`src/rtl/bram_loader.sv`:
```
// Burst loader: streams in_valid/in_ready words into a 2^AW x DW memory, with a registered read port.
// Define BRAM_LOADER_CHECKSUM_EN to add the chk output (XOR of all words accepted in the burst).
module bram_loader #(
    parameter int AW = 8,
    parameter int DW = 8
) (
    input  logic          clock,
    input  logic          reset,
    input  logic          start,
    input  logic [AW:0]   len,
    input  logic          in_valid,
    output logic          in_ready,
    input  logic [DW-1:0] in_data,
    output logic          busy,
    output logic          done,
    output logic [AW:0]   wr_count,
    input  logic [AW-1:0] rd_addr,
    output logic [DW-1:0] rd_data
`ifdef BRAM_LOADER_CHECKSUM_EN
    ,
    output logic [DW-1:0] chk
`endif
);

    typedef enum logic [1:0] {
        ST_IDLE = 2'd0,
        ST_LOAD = 2'd1,
        ST_DONE = 2'd2
    } state_t;

    state_t        r_state;
    state_t        w_next;
    logic [AW:0]   r_len;
    logic [AW:0]   r_count;
    logic [AW-1:0] r_ptr;
    logic [DW-1:0] r_rd_data;
    logic [DW-1:0] r_mem [0:(1<<AW)-1];
    logic          w_accept;
    logic          w_last;
    logic          w_start;

    assign w_start  = (r_state == ST_IDLE) && start;
    assign w_accept = (r_state == ST_LOAD) && in_valid;
    // The beat that brings the count up to the latched length ends the burst.
    assign w_last   = w_accept && ((r_count + (AW+1)'(1)) == r_len);

    // Next-state logic
    always_comb begin
        w_next = r_state;
        case (r_state)
            ST_IDLE: begin
                if (start) begin
                    if (len == '0) begin
                        w_next = ST_DONE;
                    end else begin
                        w_next = ST_LOAD;
                    end
                end else begin
                    w_next = ST_IDLE;
                end
            end
            ST_LOAD: begin
                if (w_last) begin
                    w_next = ST_DONE;
                end else begin
                    w_next = ST_LOAD;
                end
            end
            ST_DONE: w_next = ST_IDLE;
            default: w_next = ST_IDLE;
        endcase
    end

    // State register
    always_ff @(posedge clock) begin
        if (reset) begin
            r_state <= ST_IDLE;
        end else begin
            r_state <= w_next;
        end
    end

    // Burst length, write pointer and accepted-word count
    always_ff @(posedge clock) begin
        if (reset) begin
            r_len   <= '0;
            r_count <= '0;
            r_ptr   <= '0;
        end else if (w_start) begin
            r_len   <= len;
            r_count <= '0;
            r_ptr   <= '0;
        end else if (w_accept) begin
            r_count <= r_count + (AW+1)'(1);
            r_ptr   <= r_ptr + AW'(1);
        end
    end

    // Memory write port; contents deliberately survive reset
    always_ff @(posedge clock) begin
        if (w_accept && !reset) begin
            r_mem[r_ptr] <= in_data;
        end
    end

    // Registered read port; a colliding write is seen only on the following read
    always_ff @(posedge clock) begin
        if (reset) begin
            r_rd_data <= '0;
        end else begin
            r_rd_data <= r_mem[rd_addr];
        end
    end

`ifdef BRAM_LOADER_CHECKSUM_EN
    logic [DW-1:0] r_chk;

    // Running XOR of accepted words, restarted on each start
    always_ff @(posedge clock) begin
        if (reset) begin
            r_chk <= '0;
        end else if (w_start) begin
            r_chk <= '0;
        end else if (w_accept) begin
            r_chk <= r_chk ^ in_data;
        end
    end

    assign chk = r_chk;
`endif

    assign in_ready = (r_state == ST_LOAD);
    assign busy     = (r_state == ST_LOAD);
    assign done     = (r_state == ST_DONE);
    assign wr_count = r_count;
    assign rd_data  = r_rd_data;

endmodule

```
`config.mk`:
```
export PLATFORM = sky130hd
export DESIGN_NAME = bram_loader
export DESIGN_NICKNAME = d
export VERILOG_FILES = /design/src/rtl/bram_loader.sv
export SDC_FILE = /design/constraint.sdc
export NUM_CORES = 2
export LEC_CHECK = 0
export ABC_AREA = 1
export CAP_MARGIN = 15
export CORE_AREA = 3 3 465 467
export DETAILED_ROUTE_END_ITERATION = 10
export DIE_AREA = 0 0 468 470
export PLACE_DENSITY = 0.65
export SYNTH_ARGS = -nofsm -noshare
export SYNTH_HDL_FRONTEND = slang
export SYNTH_SLANG_ARGS = --single-unit
```
`constraint.sdc`:
```
create_clock -name clock -period 2.3 [get_ports clock]
set_clock_uncertainty 0.2 [all_clocks]
set_input_delay 0.23 -clock clock [delete_from_list [all_inputs] [get_ports clock]]
set_output_delay 0.23 -clock clock [all_outputs]
set_load 0.02 [all_outputs]
```
==> metrics.txt <==
height of the chip 470 um; grt ovf 0; power density cells approximately 800 nW/um^2; CP Cell Sequence inv_1, nor2_4, nand2_1, clkinv_1, buf_12, nand2_1, buf_12, buf_4, nor2_1, buf_4; crit share post-route 98.06%; Synth top area share 72.40%; Max-Cap Viols 0; largest net degree at the start of global routing between 100 and 150; first-pass GRT wire length 357600 um; maximum vdd drop 0.9441 mV; Hold WC Path Type in2reg; Hold Crit Depth 5; register area share after synthesis 73.25%; IO Pins 49; Overall Power 80.71 mW; DRT Wirelength 241300 um; Leakage Power 35.76 nW; WP data required 2.69 ns; Slew @ Worst Pin 0.6672 ns; initial antenna violation count 7; Final Hold Viols 0; Worst-path clk slew ~0.060 ns; layout cell share with drive strength beyond 1 approximately 14%; clock power share 41.7%; post-route cell area 101000 sq um; Routed WL per cell 22.63 um; setup TNS 0 ns; hold_ws approximately 0.066 ns; core area about 210000 sq um; Iter 0 DRT Violations 7807; #FFs+latches synth 2084; Filler cells between 15000 and 20000; dpl cell area 93340 sq um; Setup Crit Path Kind reg2reg; # H-tree levels 4; sum of net half-perimeters after detailed placement about 150000 um; Worst-Skew Late Latency about 0.85 ns; sequential power share 51.7%; Overall Global Routing Usage 21.44%; Comb pwr share 6.6%; Worst Setup End Kind flip-flop; CTS Root Cell clkbuf_16; Synth area leaders edfxtp_1 (72%), nand3_1 (11%), nand2_1 (9.3%); crit path time final 2.255 ns; fin cells roughly 11000; most frequent cells in the layout nand2_1 (2099), edfxtp_1 (2048), nand3_1 (1940), buf_4 (482), nor2_1 (284); clk buf depth 3; post-placement cell count a little over 10000; Residual DRC 0; CP arrival around 2.6 ns; area grow syn2layout 18.90%; Cells after Synth ~7200; # clock sinks 2084; Netlist cell types 31; I/O Buffers 48; Slew Limit Fails 0; Slew HR approximately 56%; vias in the first global route 55890; critical path's largest stage delay 0.30 ns; Starting Density 40.05%; slowest CP cell dfxtp_1; Net Switching 18.06 mW; overall die area 220000 sq um; post-synthesis cell area 84950 sq um; status finished, final reports clean; Switching Fraction 22.37%; final setup vio count 0; average size of a mapped cell about 12 sq um; post-DR vias/cell 5.479; cell-internal power 62.65 mW; synthesis warning total 0; commonest non-fill, non-tap cell in the layout nand2_1; Max Clk Rate about 0.44 GHz; antenna-violating nets left 0; placement row count roughly 170; Num CTS Buffers 205; via count 58410; Syn Nets 7260; Worst setup SP type flip-flop; R2R cell count 10; # nets final 7700; TritonCTS clock tree yes; TritonRoute pass-1 iters 6; Placer Congestion between 0.9 and 1; Die Wd 468 um; worst-path maximum fanout 10; cell taking the most area after synthesis edfxtp_1
==> routing by layer <==
layer	vias to the layer above	routed length, um	global-route usage, %
met4	4	9429	8.669
met1	28550	95960	29.44
met3	503	21790	3.396
met5	-	27	0
met2	2872	114100	34.09
li1	26480	-	-
==> final timing paths <==
kind | startpoint | to | slack, ns
setup reg to reg | r_state[0]$_SDFF_PP0_ | r_mem[41][2]$_DFFE_PP_ | 0.04
hold reg to reg | r_len[0]$_SDFFE_PP0P_ | r_len[0]$_SDFFE_PP0P_ | 0.31
hold / removal | start | r_len[0]$_SDFFE_PP0P_ | 0.07
setup / recovery | r_state[0]$_SDFF_PP0_ | r_mem[41][2]$_DFFE_PP_ | 0.04
==> cells in the mapped netlist, drive strengths merged <==
master,number
a21oi,29
nor3,7
xor2,7
clkbuf,115
dfxtp,36
nand2,2110
clkinv,2
or2,2
ha,5
a21o,1
o22ai,17
xnor2,3
nor2,398
edfxtp,2048
nand3b,1
o211ai,3
o21ai,51
nand4,2
nor4,2
o2111a,1
inv,68
nand3,1940
a2111oi,1
buf,377
==> sequential cells by signal, summed over array words and instances (netlist names) <==
| signal | cells |
|---|---|
| r_mem | 2048 |
| rd_data | 8 |
| r_len | 9 |
| wr_count | 9 |
| r_ptr | 8 |
| r_state | 2 |
==> metrics by stage <==
stage          utilization (%)  setup slack, ns
2_1_floorplan                -        -0.001332
3_3_place_gp             44.01          -0.8216
3_5_place_dp             44.01          -0.8521
4_1_cts                  47.47         -0.01123
5_1_grt                  47.62         -0.01596
6_report                 47.62          0.04463
==> worst max-delay path: cells and delay by family, from the launching register on <==
| family | cells | cell delay (ns) |
|---|---|---|
| buf+inv | 6 | 1.16 |
| simple gates | 4 | 0.32 |
| flops | 1 | 0.30 |
==> timing repair <==
item	in CTS	in global routing
hold buffers	24	0
pin swaps	0	3
buffers inserted	0	1
endpoints found under the hold margin	2062	0
gates cloned	0	1
endpoints found under the setup margin	842	897
gates resized for setup	136	81
==> cell families (layout without fill, tap and decap cells) <==
group | count (synthesis) | after routing | synth area share, %
buf+inv | 562 | 1174 | 3.316
fa+ha+maj | 5 | 5 | 0.07365
flops | 2084 | 2084 | 73.25
simple gates | 4462 | 4462 | 22.61
compound gates | 103 | 103 | 0.6554
other cells | 0 | 1 | 0
xor+xnor | 10 | 10 | 0.1031
==> power by group through the flow <==
stage	clock network, mW	registers, mW	logic (mW)
floorplan	0	42.6	2.57
global placement	0	42.6	5.19
detailed placement	0	42.6	5.25
CTS	34.0	41.8	5.29
global route	35.5	41.7	5.74
finish	33.6	41.8	5.33
==> final cells by class <==
| class | count | area (sq um) | share of cell area [%] |
|---|---|---|---|
| Tap cell | 2821 | 3530 | 3.495 |
| Sequential cell | 2084 | 62230 | 61.61 |
| Timing Repair Buffer | 725 | 7634 | 7.558 |
| Clock buffer | 265 | 5425 | 5.372 |
| Antenna cell | 1 | 2.502 | 0.002478 |
| Inverter | 70 | 296.5 | 0.2936 |
| Multi-Input combinational cell | 4580 | 20540 | 20.34 |
| Clock inverter | 114 | 1343 | 1.329 |
Power figures use the tool's default switching activity.
